$ cat src/rtl/dtc_vote_pkg.sv
// Shared types and thermometer-code helpers for the dtc_therm_vote block.
// Helpers take codes zero-extended to MAX_W bits so they work for any WIDTH up to MAX_W.
package dtc_vote_pkg;

    localparam int MAX_W = 32;

    typedef enum logic [1:0] {
        ACCUM = 2'd0,
        SCAN  = 2'd1,
        HOLD  = 2'd2
    } state_e;

    // Legal codes are an LSB-aligned run of ones: adding one clears every set bit.
    function automatic logic therm_legal(input logic [MAX_W-1:0] x);
        return (x & (x + MAX_W'(1))) == '0;
    endfunction

    function automatic logic [5:0] therm_popcount(input logic [MAX_W-1:0] x);
        logic [5:0] n;
        n = '0;
        for (int i = 0; i < MAX_W; i++) begin
            n = n + {5'd0, x[i]};
        end
        return n;
    endfunction

    function automatic logic [MAX_W-1:0] therm_encode(input logic [5:0] idx);
        logic [MAX_W-1:0] r;
        r = '0;
        for (int i = 0; i < MAX_W; i++) begin
            r[i] = (6'(i) < idx);
        end
        return r;
    endfunction

endpackage

$ cat src/rtl/dtc_therm_decode.sv
// Combinational legality check and class decode of one thermometer code.
module dtc_therm_decode
    import dtc_vote_pkg::*;
#(
    parameter int WIDTH = 7,
    parameter int CLS_W = $clog2(WIDTH + 1)
) (
    input  logic [WIDTH-1:0] therm,
    output logic             legal,
    output logic [CLS_W-1:0] cls
);

    logic [MAX_W-1:0] therm_ext;

    assign therm_ext = MAX_W'(therm);
    assign legal     = therm_legal(therm_ext);
    assign cls       = CLS_W'(therm_popcount(therm_ext));

endmodule

$ cat src/rtl/dtc_therm_vote.sv
// Windowed majority vote over thermometer-coded classifier output, with valid/ready result.
// Optional error counter and clear input enabled by defining DTC_THERM_VOTE_ERRCNT_EN.
module dtc_therm_vote
    import dtc_vote_pkg::*;
#(
    parameter int  WIDTH  = 7,
    parameter int  WINDOW = 8,
    localparam int CLS_W  = $clog2(WIDTH + 1),
    localparam int CNT_W  = $clog2(WINDOW + 1)
) (
    input  logic             clk,
    input  logic             rst,
    input  logic             in_valid,
    output logic             in_ready,
    input  logic [WIDTH-1:0] in_therm,
    output logic             out_valid,
    input  logic             out_ready,
    output logic [CLS_W-1:0] out_class,
    output logic [CNT_W-1:0] out_count,
    output logic [WIDTH-1:0] out_therm,
    output logic             illegal_sticky
`ifdef DTC_THERM_VOTE_ERRCNT_EN
    ,
    input  logic             clr_err,
    output logic [7:0]       err_count
`endif
);

    localparam int                SIDX_W    = $clog2(WIDTH + 2);
    localparam logic [SIDX_W-1:0] SIDX_LAST = SIDX_W'(WIDTH + 1);
    localparam logic [CNT_W-1:0]  CNT_LAST  = CNT_W'(WINDOW - 1);

    state_e             state_q, state_d;
    logic [CNT_W-1:0]   sample_cnt_q, sample_cnt_d;
    logic [CNT_W-1:0]   votes_q [WIDTH+1];
    logic [CNT_W-1:0]   votes_d [WIDTH+1];
    logic               clear_votes;
    logic               pipe_vld_q, pipe_vld_d;
    logic               pipe_legal_q, pipe_legal_d;
    logic [CLS_W-1:0]   pipe_cls_q, pipe_cls_d;
    logic [SIDX_W-1:0]  scan_idx_q, scan_idx_d;
    logic [CLS_W-1:0]   scan_cls, cand_idx;
    logic [CNT_W-1:0]   scan_votes, cand_cnt;
    logic [CLS_W-1:0]   best_idx_q, best_idx_d;
    logic [CNT_W-1:0]   best_cnt_q, best_cnt_d;
    logic [CLS_W-1:0]   out_class_q, out_class_d;
    logic [CNT_W-1:0]   out_count_q, out_count_d;
    logic [WIDTH-1:0]   out_therm_q, out_therm_d;
    logic               illegal_q, illegal_d;
    logic               dec_legal;
    logic [CLS_W-1:0]   dec_cls;
    logic               accept;

    dtc_therm_decode #(
        .WIDTH (WIDTH),
        .CLS_W (CLS_W)
    ) u_decode (
        .therm (in_therm),
        .legal (dec_legal),
        .cls   (dec_cls)
    );

    assign in_ready       = (state_q == ACCUM);
    assign out_valid      = (state_q == HOLD);
    assign accept         = in_valid && in_ready;
    assign out_class      = out_class_q;
    assign out_count      = out_count_q;
    assign out_therm      = out_therm_q;
    assign illegal_sticky = illegal_q;

    // Votes land one cycle after accept, from the registered decode.
    genvar gi;
    generate
        for (gi = 0; gi <= WIDTH; gi++) begin : g_votes
            assign votes_d[gi] = clear_votes ? '0 :
                (pipe_vld_q && pipe_legal_q && (pipe_cls_q == CLS_W'(gi))) ?
                    votes_q[gi] + CNT_W'(1) : votes_q[gi];
        end
    endgenerate

    // Scan index 0 is a drain cycle for the last pipelined vote; index k examines class k-1.
    assign scan_cls = CLS_W'(scan_idx_q - SIDX_W'(1));

    always_comb begin
        scan_votes = '0;
        for (int i = 0; i <= WIDTH; i++) begin
            if (scan_cls == CLS_W'(i)) begin
                scan_votes = votes_q[i];
            end
        end
    end

    always_comb begin
        cand_idx = best_idx_q;
        cand_cnt = best_cnt_q;
        if (scan_idx_q == SIDX_W'(1)) begin
            cand_idx = scan_cls;
            cand_cnt = scan_votes;
        end else if ((scan_idx_q > SIDX_W'(1)) && (scan_votes > best_cnt_q)) begin
            cand_idx = scan_cls;
            cand_cnt = scan_votes;
        end
    end

    always_comb begin
        state_d      = state_q;
        sample_cnt_d = sample_cnt_q;
        scan_idx_d   = scan_idx_q;
        best_idx_d   = best_idx_q;
        best_cnt_d   = best_cnt_q;
        out_class_d  = out_class_q;
        out_count_d  = out_count_q;
        out_therm_d  = out_therm_q;
        clear_votes  = 1'b0;
        pipe_vld_d   = accept;
        pipe_legal_d = dec_legal;
        pipe_cls_d   = dec_cls;

        case (state_q)
            ACCUM: begin
                if (accept) begin
                    sample_cnt_d = sample_cnt_q + CNT_W'(1);
                    if (sample_cnt_q == CNT_LAST) begin
                        state_d    = SCAN;
                        scan_idx_d = '0;
                    end
                end
            end
            SCAN: begin
                scan_idx_d = scan_idx_q + SIDX_W'(1);
                best_idx_d = cand_idx;
                best_cnt_d = cand_cnt;
                if (scan_idx_q == SIDX_LAST) begin
                    out_class_d  = cand_idx;
                    out_count_d  = cand_cnt;
                    out_therm_d  = WIDTH'(therm_encode(6'(cand_idx)));
                    clear_votes  = 1'b1;
                    sample_cnt_d = '0;
                    state_d      = HOLD;
                end
            end
            HOLD: begin
                if (out_ready) begin
                    state_d = ACCUM;
                end
            end
            default: state_d = ACCUM;
        endcase
    end

`ifdef DTC_THERM_VOTE_ERRCNT_EN
    logic [7:0] err_cnt_q, err_cnt_d;

    assign err_count = err_cnt_q;

    // A clear in the same cycle as an illegal accept takes priority.
    always_comb begin
        illegal_d = illegal_q | (accept & ~dec_legal);
        err_cnt_d = err_cnt_q;
        if (accept && !dec_legal && (err_cnt_q != 8'hFF)) begin
            err_cnt_d = err_cnt_q + 8'd1;
        end
        if (clr_err) begin
            illegal_d = 1'b0;
            err_cnt_d = '0;
        end
    end

    always_ff @(posedge clk) begin
        if (rst) begin
            err_cnt_q <= '0;
        end else begin
            err_cnt_q <= err_cnt_d;
        end
    end
`else
    always_comb begin
        illegal_d = illegal_q | (accept & ~dec_legal);
    end
`endif

    always_ff @(posedge clk) begin
        if (rst) begin
            state_q      <= ACCUM;
            sample_cnt_q <= '0;
            pipe_vld_q   <= 1'b0;
            pipe_legal_q <= 1'b0;
            pipe_cls_q   <= '0;
            scan_idx_q   <= '0;
            best_idx_q   <= '0;
            best_cnt_q   <= '0;
            out_class_q  <= '0;
            out_count_q  <= '0;
            out_therm_q  <= '0;
            illegal_q    <= 1'b0;
            for (int i = 0; i <= WIDTH; i++) begin
                votes_q[i] <= '0;
            end
        end else begin
            state_q      <= state_d;
            sample_cnt_q <= sample_cnt_d;
            pipe_vld_q   <= pipe_vld_d;
            pipe_legal_q <= pipe_legal_d;
            pipe_cls_q   <= pipe_cls_d;
            scan_idx_q   <= scan_idx_d;
            best_idx_q   <= best_idx_d;
            best_cnt_q   <= best_cnt_d;
            out_class_q  <= out_class_d;
            out_count_q  <= out_count_d;
            out_therm_q  <= out_therm_d;
            illegal_q    <= illegal_d;
            for (int i = 0; i <= WIDTH; i++) begin
                votes_q[i] <= votes_d[i];
            end
        end
    end

endmodule

$ cat config.mk
export PLATFORM = sky130hd
export DESIGN_NAME = dtc_therm_vote
export DESIGN_NICKNAME = d
export VERILOG_FILES = /design/src/rtl/dtc_vote_pkg.sv /design/src/rtl/dtc_therm_decode.sv /design/src/rtl/dtc_therm_vote.sv
export SDC_FILE = /design/constraint.sdc
export NUM_CORES = 1
export LEC_CHECK = 0
export ABC_AREA = 1
export CAP_MARGIN = 20
export CORE_MARGIN = 2
export CORE_UTILIZATION = 25
export DETAILED_ROUTE_END_ITERATION = 6
export PLACE_DENSITY = 0.5
export SKIP_LAST_GASP = 1
export SYNTH_ARGS = -nofsm -noshare
export SYNTH_HDL_FRONTEND = slang
export SYNTH_SLANG_ARGS = --single-unit
$ cat constraint.sdc
create_clock -name clk -period 3.23 [get_ports clk]
set_input_delay 0.646 -clock clk [delete_from_list [all_inputs] [get_ports clk]]
set_output_delay 0.646 -clock clk [all_outputs]
set_load 0.1 [all_outputs]
# == After elaboration in Yosys (flattened, before gate mapping) ==
# Memory sizes are Yosys's and may differ from the RTL's.
# Index checks and enable logic that the tools add are counted.
# word_totals
register_bits,37
ram_bits,32
in_bits,11
output_inout_bits,17
word_cells,147
memories,1
# memory_table
name,depth,word_bits,read_ports,rd_clocked_by_memory_dff,write_ports,line,rtl
votes_q,8,4,8,0,8,dtc_therm_vote.sv:35,logic [CNT_W-1:0] votes_q [WIDTH+1];
# classes
add_sub_neg,18
n_lt_le_gt_ge,9
eq_ne,23
mux,52
bitwise,12
n_reduce_logical,20
# op_table
op,count
4-bit two-way mux,38
"4-bit by 1-bit adder with 4-bit output, second input constant",10
7-bit by 32-bit bitwise AND with 32-bit output,1
32-bit zero test,1
"3-bit == test, second input constant",8
4-bit one-hot mux with 2 select lines,2
3-bit by 1-bit adder with 3-bit output,5
"3-bit by 2-bit == test with 1-bit output, second input constant",4
1-bit logical AND,11
"3-bit < comparator, first input constant",3
1-bit OR,9
"7-bit by 1-bit adder with 8-bit output, second input constant",1
2-bit two-way mux,4
"3-bit by 1-bit == test with 1-bit output, second input constant",2
3-bit zero test,2
"1-bit by 3-bit < comparator with 1-bit output, first input constant",2
"2-bit by 3-bit < comparator with 1-bit output, first input constant",2
3-bit two-way mux,2
"2-bit by 1-bit != test with 1-bit output, second input constant",3
2-bit one-hot mux with 3 select lines,1
3-bit AND reduction,2
1-bit two-way mux,5
"4-bit by 1-bit == test with 1-bit output, second input constant",1
"4-bit by 3-bit == test with 1-bit output, second input constant",1
other kinds (14),14

# == Depth between registers and ports, before layout ==
# depth
word_depth,15
depth_mapped,25
depth_no_buf,25

# == Hierarchy ==
# From an unflattened synthesis, not the netlist that was laid out.
# hier_totals
cells_unflattened,528
hier_area_um2,3759.9
# modules_own_cells
mod,n_inst,cells_each,area_per_inst_um2,seq_area_each_um2
dtc_therm_vote,1,501,3569.7,1361.3
dtc_therm_decode,1,27,190.2,0.0

# == Least setup slack after synthesis ==
# OpenSTA, ideal clock, no wires.
# synth_path
path_type,reg-to-reg
from,register scan_idx_q[0]
to,register out_therm_q[0] (netlist: out_therm[0])
setup_ns,0.126
arrival_ns,2.786
t_required_ns,3.104
slack_ns,0.319
path_stages_with_launch,23
path_buffers,0
synth_period_minus_slack_ns,2.911
cell_sequence,dfxtp_1 inv_1 ha_1 inv_1 nand2_1 nand2_4 nand2_4 o21ai_1 inv_1 nand2_1 nand3b_1 nand2_1 a21boi_0 ha_1 nand2_1 o21ai_0 o221ai_2 nand2_2 nand2_1 o21ai_2 inv_1 o21ai_1 nand3_1
# synth_between
elab_chain_cells,15
word_cells_on_any_way,26
cone_classes,1 x add/sub; 3 x order compare; 9 x eq/ne; 10 x mux; 3 x reduce/logical
# synth_rtl
item,line,rtl
from (decl),dtc_therm_vote.sv:41,"logic [SIDX_W-1:0] scan_idx_q, scan_idx_d;"
from (signal assigned),dtc_therm_vote.sv:205,scan_idx_q <= scan_idx_d;
3-bit by 1-bit subtractor with 3-bit output,dtc_therm_vote.sv:82,assign scan_cls = CLS_W'(scan_idx_q - SIDX_W'(1));
3-bit zero test,dtc_therm_vote.sv:87,if (scan_cls == CLS_W'(i)) begin
4-bit two-way mux (8 in a row),dtc_therm_vote.sv:87,
4-bit > comparator,dtc_therm_vote.sv:99,end else if ((scan_idx_q > SIDX_W'(1)) && (scan_votes > best_cnt_q)) begin
1-bit logical AND,dtc_therm_vote.sv:99,
3-bit two-way mux,dtc_therm_vote.sv:99,
3-bit two-way mux,dtc_therm_vote.sv:96,if (scan_idx_q == SIDX_W'(1)) begin
1-bit by 3-bit < comparator with 1-bit output,dtc_vote_pkg.sv:31,r[i] = (6'(i) < idx);
to (signal assigned),dtc_therm_vote.sv:210,out_therm_q <= out_therm_d;
to (decl),dtc_therm_vote.sv:48,"logic [WIDTH-1:0] out_therm_q, out_therm_d;"
# Parallel ways exist; a longest one is shown, timed or not.
# A chain may end at the register's enable or synchronous reset.

# == Final worst setup path ==
# Ends and elaborated chain as after synthesis.

==> impl_results.md <==
* CP endpoint kind: flip-flop
* Final cell count without fillers at 746
* Clock Root Buffer: clkbuf_16
* Async set-reset flop share out of synthesis at 0
* DRC Markers at 0
* Pwr Density at approximately 440 mW/mm2
* Synth top area share at 0.369
* Area of the multi-input gates at 0.00200 mm2
* Layout cells sized above 1 at 0.146
* Crit-path max cell delay at approximately 0.33 ns
* Leakage power at 0.00194 uW
* Die Y at 125 um
* CTS tree: yes
* Critical Path Source Type: flip-flop
* Initial DRC count at 101
* Initial core utilization at 0.255
* Average wire per standard cell at between 10 and 15 um
* Setup violators final at 0
* Routed wire length at 8820 um
* Worst Path Required at about 3.5 ns
* Logic gate share of total power at 0.059
* Crit-path cells: inv_1, ha_2, inv_1, nand2_1, nand2_4, nand2_4, o21ai_1, inv_1, nand2_1, nand3b_1, nand2_2, a21boi_0, ha_1, nand2_1, o21ai_2, o221ai_2, nand2_4, nand2_2, o21ai_4, inv_1, o21ai_2, nand3_1
* DRT Pass-1 Iters at 4
* Area Growth Syn to Fin at 23.1%
* Pin count of the biggest net entering global routing at 25
* Compound-gate portion of the synthesized area at 0.151
* Largest family of logic cells by synthesized area: simple AND/OR/NAND/NOR gates
* CP Max Fanout at 7
* Post-synth cell types at 36
* Status: finished clean
* Max Clock Freq at 331 MHz
* Min-delay worst type: reg -> reg
* XOR/XNOR Fraction of Synth Area at 0.00713
* Final period util at 0.934
* Post-synthesis sequential area ratio at 0.369
* Worst rel slew slack at 0.428
* Switch share at 0.224
* Clock sinks at 68
* Fin. max-slew vios at 0
* Fill count at 1542
* Netlist Area Pre-Place at 0.00369 mm2
* Die area at between 0.015 and 0.02 mm2
* First-pass GRT wire length at 14800 um
* Clk_lat worst skew at 0.33 ns
* Final HPWL DP at ~6600 um
* Final Hold Fails at 0
* FF+latch area at 0.00136 mm2
* Syn Inst Count at approximately 520
* Vias in the first global route at between 3000 and 4000
* Syn avg cell area at 7.12 um2
* Seq cells post-synth at 68
* GP Congestion at 0.774
* Core box area at 0.0145 mm2
* P_int at 1530 uW
* Clock power share at 0.505
* Worst EP arrival at 3.24 ns
* Final WS setup at 0.213 ns
* Deepest clock path buffer count at 2
* Mux cell area share after synthesis at 0
* Skew final at between 0.007 and 0.008 ns
* Rows at 44
* Post-synth net total at 555
* CP bufs+invs at 4
* Post-synth EDFFs at 0
* IO Port Bufs at 27
* Max cap viols at 0
* Final Power at 1980 uW
* CP Class: reg -> reg
* Yosys warning total at 0
* Initial antenna violation count at 0
* H-tree depth at 3
* GRT Overall Usage at 0.117
* Fin crit period at 3.02 ns
* WHS at ~0.45 ns
* Actual slew at the worst max-slew pin at between 0.8 and 0.9 ns
* Placed cell count at ~730
* Number of I/O pins at 28
* Worst-path clk slew at 0.06 ns
* Largest cells by area after synthesis: dfxtp_1, nand2_1, inv_1
* Post-DRT Antenna Nets at 0
* Hold_buf cts at 0
* Via density per instance at 4.33
* Simple-gate share of the synthesized area at 0.274
* Grt total ovfl at 0
* Die X at 125 um
* Slowest cell on crit path: dfxtp_1
* P_sw at roughly 440 uW
* CP top delay family: simple AND/OR/NAND/NOR gates
* Critical Path Most Common Cell: inv_1
* Via count at roughly 3200
* CTS buffer count at 9
* Place WS at -0.111 ns
* N_diodes at 0
* Area leader, netlist: dfxtp_1
* Fin nets at approximately 590
* Worst VDD drop at 222 uV
* Flop pwr share at 0.436
* Adder-cell share of the synthesized area at 0.0943
* Commonest register cell after synthesis: dfxtp_1
[sequential cells by signal, summed over array words and instances, names as in the netlist, 3 cells and up]
| name | cells |
|---|---|
| out_therm | 7 |
| best_idx_q | 3 |
| scan_idx_q | 4 |
| votes_q | 32 |
| out_count | 4 |
| best_cnt_q | 4 |
| pipe_cls_q | 3 |
| sample_cnt_q | 4 |
[logic make-up after synthesis]
| family | count (synthesis) |
|---|---|
| buf+inv | 100 |
| simple gates | 223 |
| xor+xnor | 3 |
| fa+ha+maj | 26 |
| flops | 68 |
| compound gates | 98 |
[per-layer routing]
| layer | wire (um) | track usage |
|---|---|---|
| met1 | 4320 | 0.148 |
| met3 | 208 | 0.0312 |
| met2 | 4170 | 0.189 |
| met4 | 126 | 0.0464 |
| met5 | 0 | 0 |
[cells in the mapped netlist (all sizes together), types with 2 or more instances]
cell and count:
nor3 8, o21a 4, buf 6, nand2 119, fa 3, nand3b 3, dfxtp 68, o211ai 2
a21boi 4, nor3b 2, ha 23, xor2 3, inv 92, nor2 44, clkbuf 2, nand4 6
nand3 34, o21ai 41, a31oi 3, or2 5, a21oi 41
[path summary, 6_finish.rpt]
kind                 startpoint      endpoint  slack [ns]  depth (start not counted)
setup / recovery  scan_idx_q[0]  out_therm[0]        0.21                         22
hold / removal     out_therm[1]  out_therm[1]        0.45                          2
setup reg to reg  scan_idx_q[0]  out_therm[0]        0.21                         22
hold reg to reg    out_therm[1]  out_therm[1]        0.45                          2
[placed cells by master (no fill, tap or decap), types with 2 or more instances in the layout]
cell type and n:
xor2_1 3, clkinv_2 2, o21ai_2 3, nor3b_1 2
nand2_2 6, or2_2 5, inv_1 87, a21boi_0 3
nor3_1 8, nand3_1 33, nor2_4 2, a21oi_1 38
ha_1 22, o21ai_4 3, clkbuf_16 9, o211ai_1 2
nand2_4 5, a21oi_2 3, dfxtp_1 68, buf_4 26
a31oi_1 3, inv_2 4, o21ai_1 6, nand3b_1 3
nor2_1 37, nand2_1 108, clkbuf_8 2, o21ai_0 29
nor2_2 5, o21a_1 4, fa_1 3, nand4_1 6
clkdlybuf4s50_1 10
[final cells by class]
cell class / count / area share
Clock inverter: 4 / 0.0105
Multi-Input combinational cell: 350 / 0.441
Inverter: 92 / 0.0766
Sequential cell: 68 / 0.300
Tap cell: 184 / 0.0507
Timing Repair Buffer: 36 / 0.0651
Clock buffer: 12 / 0.0565
[worst reg2reg max path, stage by stage (launching register included)]
cell and delay [ns]:
dfxtp_1 0.33, inv_1 0.10, ha_2 0.22, inv_1 0.07, nand2_1 0.09, nand2_4 0.15, nand2_4 0.09, o21ai_1 0.12
inv_1 0.05, nand2_1 0.06, nand3b_1 0.12, nand2_2 0.10, a21boi_0 0.08, ha_1 0.31, nand2_1 0.10, o21ai_2 0.16
o221ai_2 0.12, nand2_4 0.16, nand2_2 0.09, o21ai_4 0.08, inv_1 0.09, o21ai_2 0.13, nand3_1 0.07
[per-stage QoR]
stage / area [um2] / TNS, ns / utilization
detailed placement: 4170 / -0.161 / 0.288
global route: 4540 / -0.0424 / 0.313
finish: 4540 / 0 / 0.313
CTS: 4470 / 0 / 0.309
global placement: 4170 / -0.0542 / 0.288
floorplan: 3690 / 0 / -
[power by group through the flow]
stage | clock [uW] | sequential, uW | combinational [uW]
final | 998 | 863 | 116
after global routing | 1070 | 864 | 135
after CTS | 1030 | 863 | 118
after detailed placement | 0 | 881 | 118
after global placement | 0 | 881 | 114
after floorplan | 0 | 886 | 71.8
[timing repair]
| action | 4_1_cts | 5_1_grt |
|---|---|---|
| setup buffers | 0 | 1 |
| endpoints found under the setup margin | 0 | 20 |
| gates resized for setup | 0 | 18 |
(Power assumes the default switching activity.)
